**config.mk**
```make
export PLATFORM = sky130hd
export DESIGN_NAME = multicycle_controller
export DESIGN_NICKNAME = d
export VERILOG_FILES = /design/src/rtl/mc_pkg.sv /design/src/rtl/alu_decoder.sv /design/src/rtl/multicycle_controller.sv
export SDC_FILE = /design/constraint.sdc
export NUM_CORES = 1
export LEC_CHECK = 0
export CAP_MARGIN = 20
export CORE_UTILIZATION = 34
export CTS_BUF_LIST = sky130_fd_sc_hd__clkbuf_8
export CTS_CLUSTER_SIZE = 28
export DETAILED_ROUTE_END_ITERATION = 12
export GPL_TIMING_DRIVEN = 0
export PLACE_DENSITY = 0.8
export REMOVE_ABC_BUFFERS = 1
export SLEW_MARGIN = 15
export SYNTH_ARGS = -nofsm -noshare
export SYNTH_HDL_FRONTEND = slang
export SYNTH_SLANG_ARGS = --single-unit
```
**constraint.sdc**
```tcl
create_clock -name clk -period 1.13 [get_ports clk]
set_clock_uncertainty 0.05 [all_clocks]
set_input_delay 0.113 -clock clk [delete_from_list [all_inputs] [get_ports clk]]
set_output_delay 0.113 -clock clk [all_outputs]
set_load 0.005 [all_outputs]
```
**src/rtl/mc_pkg.sv**
```systemverilog
// mc_pkg: shared encodings for the multicycle RV32I controller.
// EXECJALR/EXECLUI states exist only when MC_EXT_OPS_EN is defined.
package mc_pkg;
    typedef enum logic [3:0] {
        FETCH, DECODE, MEMADR, MEMREAD, MEMWB, MEMWRITE,
        EXECR, EXECI, ALUWB, BEQ, JAL
`ifdef MC_EXT_OPS_EN
        , EXECJALR, EXECLUI
`endif
    } state_t;

    localparam logic [1:0] ALUOP_ADD = 2'b00, ALUOP_SUB = 2'b01, ALUOP_FUNCT = 2'b10;
    localparam logic [2:0] IMM_I = 3'b000, IMM_S = 3'b001, IMM_B = 3'b010, IMM_J = 3'b011, IMM_U = 3'b100;
    localparam logic [1:0] RES_ALUOUT = 2'b00, RES_DATA = 2'b01, RES_ALURESULT = 2'b10;
    localparam logic [1:0] SRCA_PC = 2'b00, SRCA_OLDPC = 2'b01, SRCA_RD1 = 2'b10, SRCA_ZERO = 2'b11;
    localparam logic [1:0] SRCB_RD2 = 2'b00, SRCB_IMM = 2'b01, SRCB_FOUR = 2'b10;
    localparam logic [2:0] ALU_ADD = 3'b000, ALU_SUB = 3'b001, ALU_AND = 3'b010, ALU_OR = 3'b011, ALU_SLT = 3'b101;

    localparam logic [6:0] OP_LW   = 7'b0000011;
    localparam logic [6:0] OP_SW   = 7'b0100011;
    localparam logic [6:0] OP_R    = 7'b0110011;
    localparam logic [6:0] OP_I    = 7'b0010011;
    localparam logic [6:0] OP_BEQ  = 7'b1100011;
    localparam logic [6:0] OP_JAL  = 7'b1101111;
    localparam logic [6:0] OP_JALR = 7'b1100111;
    localparam logic [6:0] OP_LUI  = 7'b0110111;
endpackage

```
**src/rtl/alu_decoder.sv**
```systemverilog
// alu_decoder: maps ALUOp plus funct fields to the ALU operation code.
module alu_decoder
    import mc_pkg::*;
(
    input  logic [1:0] alu_op,
    input  logic [2:0] funct3,
    input  logic       funct7b5,
    input  logic       op5,
    output logic [2:0] alu_control
);
    // sub only for R-type (op5 set); addi with funct7b5 set stays an add
    always_comb begin
        alu_control = alu_op == ALUOP_ADD ? ALU_ADD :
                      alu_op == ALUOP_SUB ? ALU_SUB :
                      funct3 == 3'b000    ? (funct7b5 & op5 ? ALU_SUB : ALU_ADD) :
                      funct3 == 3'b010    ? ALU_SLT :
                      funct3 == 3'b110    ? ALU_OR :
                      funct3 == 3'b111    ? ALU_AND : ALU_ADD;
    end
endmodule

```
**src/rtl/multicycle_controller.sv**
```systemverilog
// multicycle_controller: Moore sequencing FSM for the multicycle RV32I core.
// Define MC_EXT_OPS_EN to support jalr and lui; otherwise they retire as no-ops.
module multicycle_controller
    import mc_pkg::*;
(
    input  logic       clk,
    input  logic       reset,
    input  logic [6:0] op,
    input  logic [2:0] funct3,
    input  logic       funct7b5,
    input  logic       Zero,
    output logic       PCWrite,
    output logic       AdrSrc,
    output logic       MemWrite,
    output logic       IRWrite,
    output logic       RegWrite,
    output logic [1:0] ResultSrc,
    output logic [1:0] ALUSrcA,
    output logic [1:0] ALUSrcB,
    output logic [2:0] ALUControl,
    output logic [2:0] ImmSrc
);
    state_t state, state_next;
    logic [1:0] alu_op;
    logic pc_update, branch, mem_write, ir_write, reg_write;

    always_ff @(posedge clk or posedge reset) begin
        if (reset) state <= FETCH;
        else state <= state_next;
    end

    always_comb begin
        state_next = FETCH;
        case (state)
            FETCH:    state_next = DECODE;
            DECODE:
                case (op)
                    OP_LW, OP_SW: state_next = MEMADR;
                    OP_R:         state_next = EXECR;
                    OP_I:         state_next = EXECI;
                    OP_BEQ:       state_next = BEQ;
                    OP_JAL:       state_next = JAL;
`ifdef MC_EXT_OPS_EN
                    OP_JALR:      state_next = EXECJALR;
                    OP_LUI:       state_next = EXECLUI;
`endif
                    default:      state_next = FETCH;
                endcase
            MEMADR:   state_next = op == OP_LW ? MEMREAD : MEMWRITE;
            MEMREAD:  state_next = MEMWB;
            EXECR:    state_next = ALUWB;
            EXECI:    state_next = ALUWB;
            JAL:      state_next = ALUWB;
`ifdef MC_EXT_OPS_EN
            EXECJALR: state_next = JAL;
            EXECLUI:  state_next = ALUWB;
`endif
            default:  state_next = FETCH;
        endcase
    end

    always_comb begin
        {AdrSrc, mem_write, ir_write, reg_write, pc_update, branch} = 6'b0;
        ResultSrc = RES_ALUOUT;
        ALUSrcA = SRCA_PC;
        ALUSrcB = SRCB_RD2;
        alu_op = ALUOP_ADD;
        case (state)
            FETCH: begin
                ir_write = 1'b1;
                pc_update = 1'b1;
                ALUSrcB = SRCB_FOUR;
                ResultSrc = RES_ALURESULT;
            end
            DECODE: begin
                ALUSrcA = SRCA_OLDPC;
                ALUSrcB = SRCB_IMM;
            end
            MEMADR: begin
                ALUSrcA = SRCA_RD1;
                ALUSrcB = SRCB_IMM;
            end
            MEMREAD:  AdrSrc = 1'b1;
            MEMWB: begin
                ResultSrc = RES_DATA;
                reg_write = 1'b1;
            end
            MEMWRITE: {AdrSrc, mem_write} = 2'b11;
            EXECR: begin
                ALUSrcA = SRCA_RD1;
                alu_op = ALUOP_FUNCT;
            end
            EXECI: begin
                ALUSrcA = SRCA_RD1;
                ALUSrcB = SRCB_IMM;
                alu_op = ALUOP_FUNCT;
            end
            ALUWB:    reg_write = 1'b1;
            BEQ: begin
                ALUSrcA = SRCA_RD1;
                alu_op = ALUOP_SUB;
                branch = 1'b1;
            end
            JAL: begin
                ALUSrcA = SRCA_OLDPC;
                ALUSrcB = SRCB_FOUR;
                pc_update = 1'b1;
            end
`ifdef MC_EXT_OPS_EN
            EXECJALR: begin
                ALUSrcA = SRCA_RD1;
                ALUSrcB = SRCB_IMM;
            end
            EXECLUI: begin
                ALUSrcA = SRCA_ZERO;
                ALUSrcB = SRCB_IMM;
            end
`endif
            default: ;
        endcase
    end

    // reset parks the FSM in FETCH, so the write strobes must be suppressed here
    assign PCWrite  = ~reset & (pc_update | (branch & Zero));
    assign MemWrite = ~reset & mem_write;
    assign IRWrite  = ~reset & ir_write;
    assign RegWrite = ~reset & reg_write;

    always_comb begin
        ImmSrc = op == OP_SW  ? IMM_S :
                 op == OP_BEQ ? IMM_B :
                 op == OP_JAL ? IMM_J :
`ifdef MC_EXT_OPS_EN
                 op == OP_LUI ? IMM_U :
`endif
                 IMM_I;
    end

    alu_decoder u_alu_decoder (
        .alu_op(alu_op),
        .funct3(funct3),
        .funct7b5(funct7b5),
        .op5(op[5]),
        .alu_control(ALUControl)
    );
endmodule

```
; ---- Word-level counts from Yosys, hierarchy flattened
; Index checks and enable logic that the tools add are counted.
; W data, S select, Z words.
[word_totals]
register_bits = 4
[op_classes]
eq_ne = 20
muxes = 23
bitwise_logic = 8
n_reduce_logical = 12
[op_table]
columns = op, count
row1 = $pmux W4 S5, 2
row2 = $mux W3, 6
row3 = $eq A4 B3 Y1 const B, 4
row4 = $pmux W2 S2, 4
row5 = $eq A7 B6 Y1 const B, 2
row6 = $eq A7 B7 Y1 const B, 2
row7 = $eq A4 B4 Y1 const B, 3
row8 = $reduce_or A2 Y1, 6
row9 = $eq A4 B2 Y1 const B, 2
row10 = $mux W2, 4
row11 = $eq A7 B2 Y1 const B, 1
row12 = $eq A7 B5 Y1 const B, 1
row13 = $mux W1, 7
row14 = $and A1 B1 Y1, 6
row15 = $eq A3 B3 Y1 const B, 2
row16 = $reduce_or A3 Y1, 2
row17 = $eq A4 B1 Y1 const B, 1
row18 = $logic_not A4 Y1, 1
row19 = $reduce_or A4 Y1, 1
row20 = $eq A3 B2 Y1 const B, 1
row21 = $logic_not A3 Y1, 1
row22 = $eq A2 B1 Y1 const B, 1
row23 = $logic_not A2 Y1, 1
row24 = $not A1 Y1, 1
row25 = $or A1 B1 Y1, 1

; ---- Longest topological paths before layout
[depth]
ltp_word = 7
mapped_depth = 5
ltp_nobuf = 3

; ---- Modules after synthesis
; Synthesis repeated with hierarchy kept, for this count alone.
[unflattened]
cells_unflattened = 74
area_unflattened_um2 = 559.3
[modules_own_cells]
columns = module, n_inst, cells_each, area_per_inst_um2
row1 = multicycle_controller, 1, 67, 516.7
row2 = alu_decoder, 1, 7, 42.5

; ---- Worst setup path before layout
; No wires, ideal clock.
[synth_path]
path_kind = register to output
from = register state[1]
to = output port PCWrite
t_arrival_ps = 1101
required_time_ps = 967
setup_slack_ps = -134
stages_incl_launch_ff = 4
path_buffers = 0
cell_sequence = dfrtp_1 -> xor2_1 -> or2_2 -> a211oi_1
[synth_via]
elab_chain_len = 5
word_cells_on_any_way = 9
cone_classes = eq/ne: 2 / mux: 2 / bitwise: 3 / reduce/logical: 2
[synth_lines]
columns = element, line
row1 = from (decl), multicycle_controller.sv:23  ; state_t state, state_next;
row2 = from (signal assigned), multicycle_controller.sv:29  ; else state <= state_next;
row3 = $eq A4 B4 Y1 or $logic_not A4 Y1 (tied branches), multicycle_controller.sv:68  ; case (state)
row4 = $reduce_or A2 Y1 (no line) or $mux W1 (tied branches), -
row5 = $mux W1 or $and A1 B1 Y1 (tied branches), "multicycle_controller.sv:68, multicycle_controller.sv:124"
row6 = $or A1 B1 Y1 *, multicycle_controller.sv:124  ; assign PCWrite = ~reset & (pc_update | (branch & Zero));
row7 = $and A1 B1 Y1 *, multicycle_controller.sv:124
row8 = to (decl), multicycle_controller.sv:12  ; output logic PCWrite,
; Mark *: on every way between the ends. The rest lies on a longest branch, timed or not.

; ---- Worst setup path in the final report
[layout_path]
from = register state[1]
to = output port ALUSrcA[1]
[layout_via]
elab_chain_len = 3
word_cells_on_any_way = 9
cone_classes = eq/ne: 6 / mux: 1 / reduce/logical: 2
[layout_lines]
columns = element, line
row1 = "$eq A4 B3 Y1, or another cell as far along", multicycle_controller.sv:68
row2 = $reduce_or A4 Y1 (no line) or $reduce_or A2 Y1 (tied branches), -
row3 = $pmux W2 S2 *, multicycle_controller.sv:68
row4 = to (decl), multicycle_controller.sv:18  ; output logic [1:0] ALUSrcA,
; Marked as above.

==> impl_metrics.yaml <==
power_and_ir_drop:
  pwr-share-seq_pct: 11.0
  comb_power_share_pct: 70.9
  peakVddDrop_uv: 1240
  total_power_mw: 1.73
  intPower_mw: 1.06
  p_sw_mw: 0.666
  power_density_nw_per_um2: 1410
  swShare_pct: 38.5
  p_leak_nw: 0.568
  clkPwrFrac_pct: 18.1
setup_path:
  crit_fanout: 3
  timing.rr.start: "state[0]"
  r2r_setup_slack_ns: -0.37
  endpoint_kind: "output port"
  worstSetupPathType: "flip-flop to output port"
  critPathRequiredTime_ns: 0.97
  crit_path_start_kind: "flip-flop"
  ff2ff_path_depth: 5
  r2r-end: "state[1]"
  worstPathArrival_ns: 1.58
cts:
  holdBufCountCts: 0
  clockRootBuffer: "clkbuf_8"
  cts_buffers: 3
  cts_htree_levels: 1
  clkTransAtPathRegs_ns: 0.03
  cts_tree: "built"
  clk_latency_ns: 0.22
  ctsLongestPathBuffers: 2
  cts.sinks: 4
logic_synthesis:
  ys_seq_elements: 4
  avgSynthCellArea_um2: 7.02
  yosys-top-cells-area: "dfrtp_1, nor3_1, nor2_1"
  synth_top_cell_area_share_pct: 19.0
  syn_area_um2: 527
  synth-edff-count: 0
  seq_area_frac_synth_pct: 19.0
  yosysTopAreaCell: "dfrtp_1"
  yosys.cell_types.count: 38
  ys_warn_count: 0
  syn-instance-count: 75
  synth_flop_cell: "dfrtp_1"
  async_flop_share_pct: 100
global_route:
  grt_pass1_vias: 719
  gr-total-overflow: 0
  grt_start_max_net_pins: 9
  antenna_found_initial: 0
  grt_use_total_pct: 30.2
  grt_first_pass_wirelength_um: 3230
timing:
  fmax_ghz: 0.574
  rsz0062_at_grt: "yes"
  fin_ws_ns: -0.611
  slew_viol_final: 0
  finalSetupViolCount: 18
  fin_crit_sh_pct: 154
  period_needed_ns: 1.74
  finalHoldViolCount: 0
layout:
  mostFrequentLayoutCell: "buf_2"
  final_cell_mix: "buf_2, buf_6, buf_4"
  fin_area_um2: 1220
  top_register: "state"
  ff_latch_area_um2: 105
  diodes: 0
  multi_input_area_um2: 572
  area_delta_synth_final_pct: 133
  nNetsFinal: 143
  drive_gt1_share_pct: 66.9
  n_fill_cell: 52
  largest_reg_flops: 4
  largestRegisters: "state x4"
placed_design:
  dpl_cell_area_um2: 800
  routabilityCongestion: 0.705
  port_buffers: 29
  dp_hpwl_um: 1100
hold_path:
  hp-start: "op[6]"
  hold_path.class: "input pin to flip-flop"
  min_delay_worst_endpoint: "state[1]"
  worst_hold_path.num_cells: 3
die:
  start_util_pct: 38.6
  die_h_um: 41.4
  die-area_um2: 1710
  ios: 31
  die_w_um: 41.4
  rows: 13
  core_um2: 1370
drt:
  postRouteAntennaNets: 0
  drtIter0Drc: 60
  vias_per_cell: 6.30
  drt-total-wl_um: 3050
  drc: 0
  vias: 894
  wl_per_cell_um: 21.5
  drt-pass1-iter-count: 4
flow_run:
  maxCapViolCount: 0
run_status:
  violations: "negative setup slack"
  status: "finished, violations left"
## cells by family after synthesis
logic type                share of synthesized area [%]
other                                             0.712
AOI/OAI and AO/OA                                  21.9
and+or+nand+nor                                    43.7
buffers and inverters                              9.74
xor gates and xnor gates                           4.99
DFF                                                19.0
## what timing repair did
| action | 4_1_cts | 5_1_grt |
|---|---|---|
| buffers inserted | 19 | 10 |
| resized for setup | 109 | 34 |
| pin swaps | 14 | 18 |
| setup endpoints to repair | 20 | 20 |
| endpoints found under the hold margin | 0 | 0 |
## routing by layer
metal  share of wire (%)  GRT usage [%]  vias up
li1                    -              -      379
met1                  38           32.7      431
met2                  48           54.3       72
met3                 9.6           9.57       12
met4                 3.5           11.3        0
met5                   0              0        -
## how the worst max path moves through the flow
stage,from,to,slack (ns)
after floorplan,state[1],PCWrite,-0.27
after global placement,state[0],PCWrite,-0.84
after detailed placement,state[0],PCWrite,-0.88
after CTS,state[1],ALUSrcA[0],-0.46
after global routing,state[1],ALUSrcA[1],-0.68
final,state[1],ALUSrcA[1],-0.61
## final cells by class
| type | instances | share of cell area (%) |
|---|---|---|
| multi-input cells | 60 | 46.7 |
| repair buffers | 56 | 38.6 |
| flip-flops and latches | 4 | 8.58 |
| clock buffers | 3 | 3.37 |
| well taps | 15 | 1.53 |
| inverters | 4 | 1.23 |
## cell usage after synthesis (2+ instances only)
library cell,number
nor2_1,7
nor3_1,6
nand2_1,5
a21oi_1,4
buf_2,4
dfrtp_1,4
inv_1,4
nand2b_1,3
nor2b_1,3
nor3b_1,3
a31oi_1,2
nor4_1,2
o211ai_1,2
xor2_1,2
## through the flow
step	setup TNS, ns	hold WS, ns	util, %	worst slack [ns]	instances
floorplan	-0.851	-0.166	-	-0.265	68
global placement	-10.63	0.350	58.5	-0.842	112
detailed placement	-11.10	0.357	58.5	-0.884	112
CTS	-5.59	0.169	79.0	-0.461	134
global route	-8.10	0.195	89.7	-0.677	142
finish	-7.41	0.182	89.7	-0.611	142
## critical path: stages (launching register included)
cell and delay, ns:
dfrtp_2 0.41, buf_6 0.14, buf_12 0.12, nor2b_4 0.14, buf_4 0.13, nand2_2 0.07, o22ai_2 0.18, buf_2 0.16
## power groups by stage
stage,Combinational [mW],Clock [mW],Sequential [mW]
after detailed placement,0.553,0,0.253
after global placement,0.537,0,0.251
after floorplan,0.260,0,0.230
final,1.23,0.313,0.191
after global routing,1.30,0.320,0.191
after CTS,0.919,0.300,0.189
Power figures use the tool's default switching activity.
